$ cat src/rtl/cache_ubit_pkg.sv
// Shared types and constants for the 2-way cache access sequencer.
package cache_ubit_pkg;

    localparam int IDX_W_DEF = 8;

    localparam logic WAY0 = 1'b0;
    localparam logic WAY1 = 1'b1;

    typedef enum logic [2:0] {
        ST_IDLE,
        ST_LOOKUP,
        ST_MEMWAIT,
        ST_FILL,
        ST_DONE
    } state_e;

endpackage

$ cat src/rtl/cache_ubit_ram.sv
// Per-set used-bit array: async clear, one write port, one registered read port.
module cache_ubit_ram #(
    parameter int IDX_W = 8,
    parameter int SETS  = 2**IDX_W
) (
    input  logic             clk_i,
    input  logic             rst_ni,
    input  logic [IDX_W-1:0] idx_i,
    input  logic             wbit_i,
    input  logic             we_i,
    output logic             rbit_o
);

    logic [SETS-1:0] mem_q;
    logic            rbit_q;

    // Read returns the pre-write value; a write is visible on the following cycle.
    always_ff @(posedge clk_i or negedge rst_ni) begin
        if (!rst_ni) begin
            mem_q  <= '0;
            rbit_q <= 1'b0;
        end else begin
            rbit_q <= mem_q[idx_i];
            if (we_i) mem_q[idx_i] <= wbit_i;
        end
    end

    assign rbit_o = rbit_q;

endmodule

$ cat src/rtl/cache_ubit_seq.sv
// Cache access sequencer: fetch/data arbitration, hit sampling, memory handshake,
// way-write strobe generation and used-bit replacement tracking.
module cache_ubit_seq
    import cache_ubit_pkg::*;
#(
    parameter int IDX_W = IDX_W_DEF,
    parameter int SETS  = 2**IDX_W
) (
    input  logic             CLK,
    input  logic             RESET_n,
    input  logic             IREQ,
    input  logic             DREQ,
    input  logic             DWR,
    input  logic [IDX_W-1:0] IIDX,
    input  logic [IDX_W-1:0] DIDX,
    input  logic             HIT0_n,
    input  logic             HIT1_n,
    input  logic             EWC_n,
    input  logic             LSHADOW,
    input  logic             FMISS,
    input  logic             MACK,
    output logic             IGNT,
    output logic             DGNT,
    output logic [IDX_W-1:0] IDX,
    output logic             MREQ,
    output logic             WCA_n,
    output logic             WAY,
    output logic             USED_n,
    output logic             IDONE,
    output logic             DDONE
);

    state_e           state_q, state_d;
    logic             ignt_q, ignt_d, dgnt_q, dgnt_d;
    logic [IDX_W-1:0] idx_q, idx_d;
    logic             mreq_q, mreq_d;
    logic             wca_n_q, wca_n_d;
    logic             way_q, way_d;
    logic             idone_q, idone_d, ddone_q, ddone_d;
    logic             last_d_q, last_d_d;   // 1: data was granted last
    logic             wr_q, wr_d;
    logic             hit_q, hit_d;
    logic             hway_q, hway_d;
    logic             cach_q, cach_d;
    logic             pick_d;
    logic             used;
    logic             ram_we, ram_wbit;

    cache_ubit_ram #(.IDX_W(IDX_W), .SETS(SETS)) u_ram (
        .clk_i  (CLK),
        .rst_ni (RESET_n),
        .idx_i  (idx_q),
        .wbit_i (ram_wbit),
        .we_i   (ram_we),
        .rbit_o (used)
    );

    always_comb begin
        state_d  = state_q;
        ignt_d   = ignt_q;
        dgnt_d   = dgnt_q;
        idx_d    = idx_q;
        mreq_d   = mreq_q;
        wca_n_d  = 1'b1;
        way_d    = way_q;
        idone_d  = 1'b0;
        ddone_d  = 1'b0;
        last_d_d = last_d_q;
        wr_d     = wr_q;
        hit_d    = hit_q;
        hway_d   = hway_q;
        cach_d   = cach_q;
        pick_d   = 1'b0;
        ram_we   = 1'b0;
        ram_wbit = 1'b0;
        case (state_q)
            ST_IDLE: begin
                if (IREQ || DREQ) begin
                    pick_d  = DREQ && (!IREQ || !last_d_q);
                    ignt_d  = !pick_d;
                    dgnt_d  = pick_d;
                    idx_d   = pick_d ? DIDX : IIDX;
                    wr_d    = pick_d && DWR;
                    state_d = ST_LOOKUP;
                end
            end
            ST_LOOKUP: begin
                hit_d  = (!HIT0_n || !HIT1_n) && !FMISS;
                hway_d = !HIT0_n ? WAY0 : WAY1;
                cach_d = !EWC_n && !LSHADOW && !FMISS;
                if (!wr_q && hit_d) begin
                    ram_we   = 1'b1;
                    ram_wbit = hway_d;
                    state_d  = ST_DONE;
                end else begin
                    mreq_d  = 1'b1;
                    state_d = ST_MEMWAIT;
                end
            end
            ST_MEMWAIT: begin
                if (MACK) begin
                    mreq_d  = 1'b0;
                    state_d = ST_FILL;
                    // Writes are no-allocate: only a write hit touches the cache.
                    if (cach_q && (!wr_q || hit_q)) begin
                        wca_n_d = 1'b0;
                        way_d   = wr_q ? hway_q : !used;
                    end
                end
            end
            ST_FILL: begin
                ram_we   = !wca_n_q;
                ram_wbit = way_q;
                state_d  = ST_DONE;
            end
            ST_DONE: begin
                idone_d  = ignt_q;
                ddone_d  = dgnt_q;
                last_d_d = dgnt_q;
                ignt_d   = 1'b0;
                dgnt_d   = 1'b0;
                state_d  = ST_IDLE;
            end
            default: state_d = ST_IDLE;
        endcase
    end

    always_ff @(posedge CLK or negedge RESET_n) begin
        if (!RESET_n) begin
            state_q  <= ST_IDLE;
            ignt_q   <= 1'b0;
            dgnt_q   <= 1'b0;
            idx_q    <= '0;
            mreq_q   <= 1'b0;
            wca_n_q  <= 1'b1;
            way_q    <= WAY0;
            idone_q  <= 1'b0;
            ddone_q  <= 1'b0;
            last_d_q <= 1'b1;
            wr_q     <= 1'b0;
            hit_q    <= 1'b0;
            hway_q   <= WAY0;
            cach_q   <= 1'b0;
        end else begin
            state_q  <= state_d;
            ignt_q   <= ignt_d;
            dgnt_q   <= dgnt_d;
            idx_q    <= idx_d;
            mreq_q   <= mreq_d;
            wca_n_q  <= wca_n_d;
            way_q    <= way_d;
            idone_q  <= idone_d;
            ddone_q  <= ddone_d;
            last_d_q <= last_d_d;
            wr_q     <= wr_d;
            hit_q    <= hit_d;
            hway_q   <= hway_d;
            cach_q   <= cach_d;
        end
    end

    assign IGNT   = ignt_q;
    assign DGNT   = dgnt_q;
    assign IDX    = idx_q;
    assign MREQ   = mreq_q;
    assign WCA_n  = wca_n_q;
    assign WAY    = way_q;
    assign USED_n = !used;
    assign IDONE  = idone_q;
    assign DDONE  = ddone_q;

endmodule

$ cat config.mk
export PLATFORM = sky130hd
export DESIGN_NAME = cache_ubit_seq
export DESIGN_NICKNAME = d
export VERILOG_FILES = /design/src/rtl/cache_ubit_pkg.sv /design/src/rtl/cache_ubit_ram.sv /design/src/rtl/cache_ubit_seq.sv
export SDC_FILE = /design/constraint.sdc
export NUM_CORES = 1
export LEC_CHECK = 0
export CAP_MARGIN = 15
export CORE_ASPECT_RATIO = 0.5
export CORE_UTILIZATION = 35
export CTS_CLUSTER_DIAMETER = 150
export DETAILED_ROUTE_END_ITERATION = 10
export GPL_TIMING_DRIVEN = 0
export PLACE_DENSITY = 0.5
export SLEW_MARGIN = 40
export SYNTH_ARGS = -nofsm -noshare
export SYNTH_HDL_FRONTEND = slang
export SYNTH_SLANG_ARGS = --single-unit
$ cat constraint.sdc
create_clock -name CLK -period 2.4 [get_ports CLK]
set_input_delay 0.48 -clock CLK [delete_from_list [all_inputs] [get_ports CLK]]
set_output_delay 0.48 -clock CLK [all_outputs]
set_load 0.02 [all_outputs]
Word-level counts from Yosys, hierarchy flattened:

Index checks and enable logic that the tools add are counted.

* register bits: 280
* output and inout bits: 16
* bits of input ports: 27
* word-level logic and storage cells: 84

* equality and inequality tests: 7
* multiplexer cells: 28
* reductions and logical operators: 31
* $lt $le $gt $ge: 2

Operators with widths (count)
* bitwise mux 256 bit: 1
* two-way mux 1 bit: 15
* case mux 3 bit (4 select lines): 1
* zero test 1 bit: 11
* case mux 1 bit (2 select lines): 5
* < comparator 8 x 9 -> 1 bit (second input constant): 1
* two-way mux 3 bit: 3
* binary-select mux 1 bit (select 8 bit): 1
* demux 1 bit (select 8 bit): 1
* greater-or-equal comparator 8 x 1 -> 1 bit (second input constant): 1
* logical AND 1 bit: 8
* two-way mux 8 bit: 1
* == test 3 x 2 -> 1 bit (second input constant): 2
* != test 2 bit (second input constant): 3
* AND reduction 2 bit: 3
* AND reduction 3 bit: 2
* logical OR 1 bit: 4
* nonzero test 2 bit: 2
* == test 3 x 1 -> 1 bit (second input constant): 1
* == test 3 bit (second input constant): 1
* zero test 3 bit: 1

Logic depth before layout (Yosys ltp):

Gate-level depths: netlist of run 1.

* depth in word-level cells: 7
* gate-level depth with buffers: 9
* depth with buffers taken out: 6

Cells and area by module:

From an unflattened synthesis of run 1, not the netlist that was laid out.

* cells, all modules: 1168
* area total of the unflattened synthesis: 14056.0 µm²

By module, submodules not included
* cache_ubit_ram: instances 1, area each 12917.4 µm², sequential area each 6431.2 µm², cells each 1062
* cache_ubit_seq: instances 1, area each 1138.6 µm², sequential area each 578.1 µm², cells each 106

Least setup slack after synthesis of run 1:

OpenSTA, ideal clock, no wires.

* path kind: register to register
* start point: reg idx_q[0] (netlist: IDX[0])
* end point: reg u_ram.rbit_q (netlist: u_ram.rbit_o)
* buffers on the path: 3
* arrival: 2459 ps
* clock period less this slack: 2583 ps
* setup slack: -183 ps
* stages on the path, launching flop included: 10
* required time: 2276 ps
* library setup time: 124 ps
* cell sequence: dfrtp_1 > clkbuf_1 > buf_4 > buf_2 > mux4_2 > a22oi_1 > a21oi_1 > nor4_1 > o22ai_1 > a211o_1

* cells in the longest elaborated chain, start to end: 2

RTL lines
* start, declared: RTL line cache_ubit_seq.sv:35 `logic [IDX_W-1:0] idx_q, idx_d;`
* start signal, assigned: RTL line cache_ubit_seq.sv:148 `idx_q <= idx_d;`
* binary-select mux 1 bit (select 8 bit): RTL line cache_ubit_ram.sv:23 `rbit_q <= mem_q[idx_i];`
* two-way mux 1 bit (not written as such): RTL line cache_ubit_ram.sv:23
* end signal, assigned: RTL line cache_ubit_ram.sv:23
* end, declared: RTL line cache_ubit_ram.sv:15 `logic rbit_q;`

Every way passes these cells. The select of a mux whose other input is x is not followed.
A chain may end at the register's enable or synchronous reset.

Final worst setup path of run 1:

Same ends and word-level chain as after synthesis.

==> results of run 1 <==
[cells in the final DEF (no fill, tap or decap), drive strengths merged, types with 4 or more instances in the layout]
master         netlist  routed
nor2b                9       9
clkdlybuf4s50        0      38
nand2b               5       5
mux2                68      68
clkinv               0       9
nor3                11      11
dfrtp              278     278
bufinv               0       4
o31ai              192     192
nand3                4       4
a222oi               8       8
nor3b                4       4
and2                 4       4
nand2               99      99
o21ai              194     194
buf                 20      80
nor2                20      20
inv                 13      14
clkbuf             115     126
mux4                64      64
a22oi               32      32
a21oi               20      20
[cells by family after synthesis]
family | count (synthesis)
AO/OA/AOI/OAI | 460
flip-flops | 280
AND/OR/NAND/NOR | 164
buffers and inverters | 148
multiplexers | 132
[Yosys cell counts, drive strengths merged]
master,instances
a222oi,8
a21o,2
inv,13
o31ai,192
and2,4
clkbuf,115
or4,2
o21ai,194
dfrtp,278
o2111ai,1
nor4,3
mux2,68
a21oi,20
dfstp,2
nor2,20
o22ai,2
nand2b,5
a21boi,3
mux4,64
and2b,1
a211o,1
a211oi,1
nor3b,4
nand2,99
a22oi,32
and4b,1
nand3,4
o41ai,1
nor2b,9
or3,1
a2111oi,1
o21a,1
buf,20
a22o,1
nor3,11
[where the power goes]
group | switching [mW] | internal [mW] | leakage (nW) | total (mW)
sequential | 0.233 | 4.93 | 3.87 | 5.16
clock | 2.04 | 2.83 | 0.503 | 4.87
combinational | 3.73 | 1.85 | 2.79 | 5.58
[stage by stage]
step	power (mW)	area (µm²)	util (%)	hold slack (ns)
floorplan	7.814	13580	-	0.1844
global placement	9.811	14650	38.77	0.4720
detailed placement	9.888	14810	39.20	0.4160
CTS	15.40	16470	43.58	0.3960
global route	16.09	16820	44.52	0.3966
finish	15.61	16820	44.52	0.3949
[cell type report]
cell class	instances	area (µm²)	area share [%]
flip-flops and latches	280	7013	41.69
well taps	520	650.6	3.868
clock inverters	14	173.9	1.034
clock buffers	40	827.0	4.917
plain buffers	130	874.6	5.199
multi-input cells	756	6300	37.45
inverters	13	48.80	0.2901
repair buffers	78	933.4	5.549
[worst max-delay path, delay by kind of cell, from the launching register on]
kind,cells,cell delay [ns]
simple gates,1,0.38
compound gates,4,0.75
buf+inv,3,0.44
mux,1,0.53
flops,1,0.48
[layer usage]
metal	GRT usage (%)	up-vias
li1	-	4723
met1	37.83	5941
met2	41.28	576
met3	7.507	141
met4	9.721	0
met5	0	-
[final timing paths]
path	start	end	slack (ns)
worst max-delay path	IDX[0]	u_ram.rbit_o	-0.33
max in group asynchronous	RESET_n	u_ram.mem_q[216]	1.26
worst min register to register	cach_q	cach_q	0.50
worst min-delay path	RESET_n	u_ram.mem_q[111]	0.39
worst max register to register	IDX[0]	u_ram.rbit_o	-0.33
min in group CLK	FMISS	cach_q	0.41
[repair_timing]
action                                  in CTS  in global routing
hold buffers                                 1                  0
endpoints found under the setup margin     257                246
buffers inserted                            24                  3
pin swaps                                   14                  5
gates cloned                                 3                  1
endpoints found under the hold margin       39                  0
gates resized for setup                    125                131
==> results.md, run 1 <==
Clock tree:
- The count of clock tree sinks is 280.
- The clock reaches the later pin of the worst-skew pair after 0.58 ns.
- In this run the number of H-tree levels came out at 1.
- The clock tree buffer depth is 3.
- The clock transition at the registers of the reported paths is 0.07 ns.
- The CTS root buffer is sky130_fd_sc_hd__clkbuf_16.
- TritonCTS built the clock tree.
- The total clock buffers created by CTS is 29.

Power:
- Summed over all cells, the static leakage comes to just over 7 nW.
- The maximum vdd ir drop is 0.5099 mV.
- The power density of the placed cells is 928.1 nW/µm².

Critical path:
- STA classifies the critical path startpoint as a flip-flop.
- In this design, the stage delay of the slowest critical-path cell is ~0.53 ns.
- The cell type of the slowest stage on the worst timing path is sky130_fd_sc_hd__mux4_2.
- The critical path arrival is 3.15 ns.
- Walking the worst path, the cells encountered are buf_12 > buf_12 > buf_16 > mux4_2 > a22oi_2 > a21oi_2 > nor4_4 > o22ai_2 > a211o_1.
- The worst setup path category is reg2reg.
- The cell depth of the worst flop-to-flop path is 9.
- The required arrival time at the worst endpoint is approximately 2.8 ns.
- Of all nets on the critical path, the largest fanout is 6.
- By instance count, the cell type seen most on the critical path is sky130_fd_sc_hd__buf_12.
- The capturing element type of the critical path is a flip-flop.

Timing:
- The relative max-transition margin is 31.84%.
- After layout, the worst path uses 113.9% of the clock period.
- Based on the critical path, the design can be clocked at up to 365.7 MHz.
- The least setup slack across all paths after layout is -0.3345 ns.
- The count of final hold-check violations was 0.
- The worst clock skew on the final layout is 0.02514 ns.
- At the pin with the least slew margin, the transition time is 1.015 ns.
- The max-slew violation count came to 0.
- Setup repair after global routing could not meet its margin everywhere.
- The clock period minus final worst setup slack is 2.734 ns.
- The post-route setup TNS is -1.425 ns.
- The final-report setup violation count is 37.

Placement:
- Port buffering added 42 buffers.
- Summed over all nets, the half-perimeter wirelength after detailed placement is 34.03 mm.
- OpenSTA, run right after detailed placement, puts the worst setup slack at -1.260 ns.
- Including well taps, the total number of placed cells is 1,750.
- The routability-driven placement congestion ratio is 0.9244.

Die:
- After floorplanning, the core was divided into 50 placement rows.
- 43 I/O pins were placed.
- The die outline area is 39,590 µm².
- The x dimension of the die is approximately 280 µm.
- The die is 141.2 µm tall.
- The initial utilization of the core area, before any placement, comes to between 30% and 40%.
- The placeable core region is 37,790 µm².

Synth:
- Of the total synthesized cell area, the portion taken by full adders, half adders and majority gates is 0%.
- The average size of a mapped cell is between 10 and 15 µm².
- The gate count after technology mapping is 1,184.
- The number of different library cells used by synthesis comes to 44.
- Multiplexer cells account for 16.35% of the synthesized area.
- After synthesis, the largest family of logic cells by area is compound AO/OA/AOI/OAI gates.
- The basic-gate share of the synthesized area counting and, or, nand and nor cells is 5.599%.
- The share of the yosys chip area belonging to registers is 51.67%.
- In the post-synthesis netlist, the biggest area contributors are sky130_fd_sc_hd__dfrtp_1 51%, sky130_fd_sc_hd__mux4_2 11%, sky130_fd_sc_hd__o31ai_1 11%.
- The largest area contributor in the netlist is sky130_fd_sc_hd__dfrtp_1.
- The number of nets handed over by synthesis was approximately 1,200.
- The synthesis warning total is 0.
- The synthesized netlist devotes 21.85% of its cell area to compound gates.
- The synthesized design devotes to its leading area cell type 51.29% of total area.
- The xor/xnor share of the synthesized area is 0%.
- The area of the mapped netlist is 13,560 µm².
- The post-synthesis register bit count is 280.

Drt:
- In the final routed layout, each cell accounts on average for between 20 and 30 µm.
- The initial detailed-routing violation count is 1,311.
- The met2 wirelength from detailed routing is around 24 mm.
- In the final routing, the length of wire on met1 measures 22.51 mm.
- The via-per-instance ratio is 6.216.
- The count of TritonRoute iterations in the first routing pass is 5.
- Once detail routing completed, the nets flagged for antenna violations numbered 0.
- The final wirelength is 53.35 mm.
- The routed via count is about 11,000.
- The number of design rule violations left after detail routing is 0.
- In this run the top signal layer used is met4.
- Wire segments on met3 add up to 5.333 mm in the final route.

Global route:
- The initial antenna violation count is 2.
- The first global-routing pass estimated 77.88 mm of wire.
- The pin count of the biggest net entering global routing is 71.
- The global routing usage summed across all routing layers is between 20% and 30%.
- For this run the aggregate overflow at the end of global routing stands at 0.
- The via count of the first global-routing pass came to 11,497.

Status:
- The checks that failed: negative setup slack.
- The flow ran to the end, but the final reports show violations.

Layout:
- 0 antenna diodes ended up in the layout.
- The area added between synthesis and finish is 24.01%.
- The total number of nets in the final design is 1,315.
- The post-route netlist has 28.22% of its cells at a drive strength greater than 1.
- The largest register by flop count is u_ram.mem_q.
- Counting the fill cells in the layout gives 3,587.
- The number of flip-flops under the largest register name is 256.
- The final non-filler cell total is approximately 1,800.

Job:
- Max-cap violations in this run came to 0.

Worst hold path:
- The path type of the worst min-delay path is in2async.
No activity file was read; power rests on OpenSTA's default activity.
==> run 2: changes to the inputs <==
--- a/config.mk
+++ b/config.mk
@@ -7,6 +7,7 @@
 export LEC_CHECK = 0
 export CAP_MARGIN = 15
 export CORE_ASPECT_RATIO = 0.5
+export CORE_MARGIN = 2
 export CORE_UTILIZATION = 35
 export CTS_CLUSTER_DIAMETER = 150
 export DETAILED_ROUTE_END_ITERATION = 10
==> run 2 against run 1 <==
The run still ends with negative setup slack left. Via count down 1.7%. Sequential share of layout area down 0.090 points. Setup slack better by 0.047 ns. Critical path depth up 1. Final area up 0.22%. Register-to-register slack better by 0.05 ns. Highest routed layer unchanged. Wire length about the same. Maximum frequency up 1.8%. First-iteration DRC count down 5.1%. Sequential power about the same. Worst hold slack better by 0.047 ns. Die area up 2.1%.
==> results.md, run 2 (synthesis gave the netlist of run 1 again) <==
Critical path:
- On the critical path, the stage with the largest delay is an instance of sky130_fd_sc_hd__mux4_2.
- The longest individual stage delay on the worst path is 0.54 ns.
- The critical path arrival is 3.13 ns.
- The launching element type of the critical path is a flip-flop.
- The capturing element type of the critical path is a flip-flop.
- In this design, the critical path's most frequently occurring cell is sky130_fd_sc_hd__buf_12.
- Walking the worst path, the cells encountered are buf_4 > buf_12 > buf_16 > buf_12 > mux4_2 > a22oi_1 > a21oi_1 > nor2_2 > a21oi_4 > a211o_4.
- The peak fanout along the critical path is 8.
- Measured in cells, the most critical reg-to-reg path has a length of 10.
- The worst setup path category is reg2reg.
- At the worst endpoint, the required time is 2.84 ns.

Drt:
- After detailed routing, the number of remaining DRC violations is 0.
- The residual antenna-violating net count after detailed routing is 0.
- Summed over all layers, the routed wires come to 53.31 mm.
- The count of TritonRoute iterations in the first routing pass is 6.
- The routed via count is around 11,000.
- The via-per-instance ratio is 6.078.
- In the final routed layout, each cell accounts on average for 28.96 µm.
- The initial detailed-routing violation count is 1,244.

Placement:
- The placed instance count is 1,750.
- In this run the tool buffered the top-level ports with 42 buffer cells.
- The placed cell area is 14,810 µm².
- Summed over all nets, the half-perimeter wirelength after detailed placement is approximately 34 mm.
- At the end of routability-driven placement, the weighted congestion stood at 0.9126.
- The post-place setup slack is -1.227 ns.

Power:
- Net switching is 38.34% of the power.
- The switching power total is 6.029 mW.
- Sequential cells burn between 30% and 40% of the power.
- In this run, the combinational gates consume between 30% and 40% of the power.
- The power density of the placed cells is roughly 930 nW/µm².
- The clock power share is 30.3%.
- The leakage power is 6.959 nW.
- The internal power summed over all cells is 9.696 mW.
- The maximum vdd ir drop is about 0.47 mV.

Timing:
- Setup repair after global routing could not meet its margin everywhere.
- The highest clock rate is 372.1 MHz.
- Setup violations remaining at the end of the flow were counted as 47.
- Measured against its own limit, the worst slew margin works out to 40.71%.
- The least setup slack across all paths after layout is -0.2873 ns.
- The count of final hold-check violations is 0.
- In the finished design, the share of the clock period the worst path needs comes to 112.0%.
- Hold timing on the final database bottoms out at a slack of roughly 0.44 ns.
- The max-slew violation count is 0.
- Subtracting the final worst setup slack from the clock period gives 2.687 ns.
- The transition time at the pin with the least slew margin is 0.8894 ns.
- The worst clock skew on the final layout is 0.02196 ns.
- Summed over all failing endpoints, the final setup total negative slack is -2.189 ns.

Global route:
- The pin count of the biggest net entering global routing is 72.
- The first global-routing pass estimated around 77 mm of wire.
- The initial antenna violation count came to 0.
- Global routing used 26.83% of the available tracks across all layers.
- The total grt overflow is 0.
- The via count of the first global-routing pass came to between 10,000 and 15,000.

Die:
- The overall die height is 143.2 µm.
- The initial utilization of the core area, before any placement, comes to 35.90%.
- The die outline area is 40,440 µm².
- The count of standard-cell rows is 50.
- Measured along the x axis, the die boundary spans 282.4 µm.
- The placeable core region is about 38,000 µm².
- The number of primary I/O pins is 43.

Layout:
- The count of cells in the finished layout, fillers not included, comes to 1,841.
- Counting the fill cells in the layout gives 3,553.
- After the last flow step, the layout net total stands at 1,325.
- Of the cells placed in the final design, the portion with a size suffix greater than 1 is 28.16%.
- Leaving out fill and tap cells, the most frequent cells in the layout are 275 x sky130_fd_sc_hd__dfrtp_1, 190 x sky130_fd_sc_hd__o21ai_0, 190 x sky130_fd_sc_hd__o31ai_1.
- The final instance area is around 17,000 µm².
- The area added between synthesis and finish is 24.28%.
- The number of flip-flops under the largest register name is roughly 260.
- The most frequent standard cell in the layout excluding fill and tap cells is sky130_fd_sc_hd__dfrtp_1.
- u_ram.mem_q holds more flip-flops than any other register.
- 0 antenna diodes ended up in the layout.

Clock tree:
- CTS built an H-tree with a depth of 1.
- The clock tree buffer depth is 3.
- The clock tree from TritonCTS is done.
- The tree is rooted in a sky130_fd_sc_hd__clkbuf_16.
- The total clock buffers created by CTS is 29.
- For the worst-skew pair, the clock arrives at the later sink with an insertion delay of between 0.5 and 0.6 ns.
- Clock tree synthesis found a total of 280 sinks.
- Clock-pin slew was measured on the worst setup and hold paths at 0.06 ns.

Status:
- The run finished, with violations left.
- The checks that failed: negative setup slack.

Job:
- The max-cap violation count is 0.

Worst hold path:
- The min-delay analysis places its worst path in the category in2async.
run 2: cell count changes in the layout (fill, tap and decap cells not counted), sizes merged:
cell,before,now
bufinv,4,3
clkinv,9,6
dlygate4sd2,3,2
clkdlybuf4s50,38,39
inv,14,15
clkbuf,126,118
buf,80,101
run 2: area by class of cell:
class / instances / area (µm²) / area share, %
plain buffers: 130 / 904.6 / 5.366
clock buffers: 43 / 838.3 / 4.973
clock inverters: 11 / 137.6 / 0.8164
inverters: 13 / 48.80 / 0.2895
multi-input cells: 756 / 6261 / 37.14
flip-flops and latches: 280 / 7013 / 41.60
well taps: 520 / 650.6 / 3.860
repair buffers: 88 / 1003 / 5.953
run 2: worst paths after layout:
kind / startpoint / end / slack, ns
min in group CLK: EWC_n / cach_q / 0.48
min: RESET_n / u_ram.mem_q[107] / 0.44
max reg2reg: IDX[0] / u_ram.rbit_o / -0.29
max: IDX[0] / u_ram.rbit_o / -0.29
min reg2reg: u_ram.mem_q[120] / u_ram.mem_q[120] / 0.49
max in group asynchronous: RESET_n / u_ram.mem_q[203] / 0.93
run 2: repair_timing:
action | 4_1_cts | 5_1_grt
setup buffers | 27 | 10
hold endpoints to repair | 54 | 0
gates cloned | 3 | 1
pin swaps | 13 | 17
setup endpoints to repair | 257 | 262
gates resized for setup | 118 | 156
hold buffers | 1 | 0
run 2: per-stage QoR:
step | utilization, % | power [mW]
2_1_floorplan | - | 7.814
3_3_place_gp | 38.77 | 9.818
3_5_place_dp | 39.19 | 9.884
4_1_cts | 43.59 | 15.41
5_1_grt | 44.61 | 16.27
6_report | 44.61 | 15.73
run 2: power groups by stage:
stage	registers, mW	clock network (mW)	logic [mW]
floorplan	5.27	0	2.54
global placement	5.21	0	4.60
detailed placement	5.21	0	4.67
CTS	5.16	4.80	5.45
global route	5.18	5.02	6.07
finish	5.15	4.77	5.80
run 2: worst max-delay path: cells and delay by family (launching register included):
| family | cells | cell delay (ns) |
|---|---|---|
| flops | 1 | 0.46 |
| simple gates | 1 | 0.19 |
| compound gates | 4 | 0.81 |
| mux | 1 | 0.54 |
| buf+inv | 4 | 0.53 |
run 2: layer usage:
layer	wire length [µm]	vias to the layer above	global-route usage, %
met5	0	-	0
met4	1959	0	9.329
met3	5387	129	7.755
met2	23490	547	40.79
met1	22470	5796	36.65
li1	-	4718	-
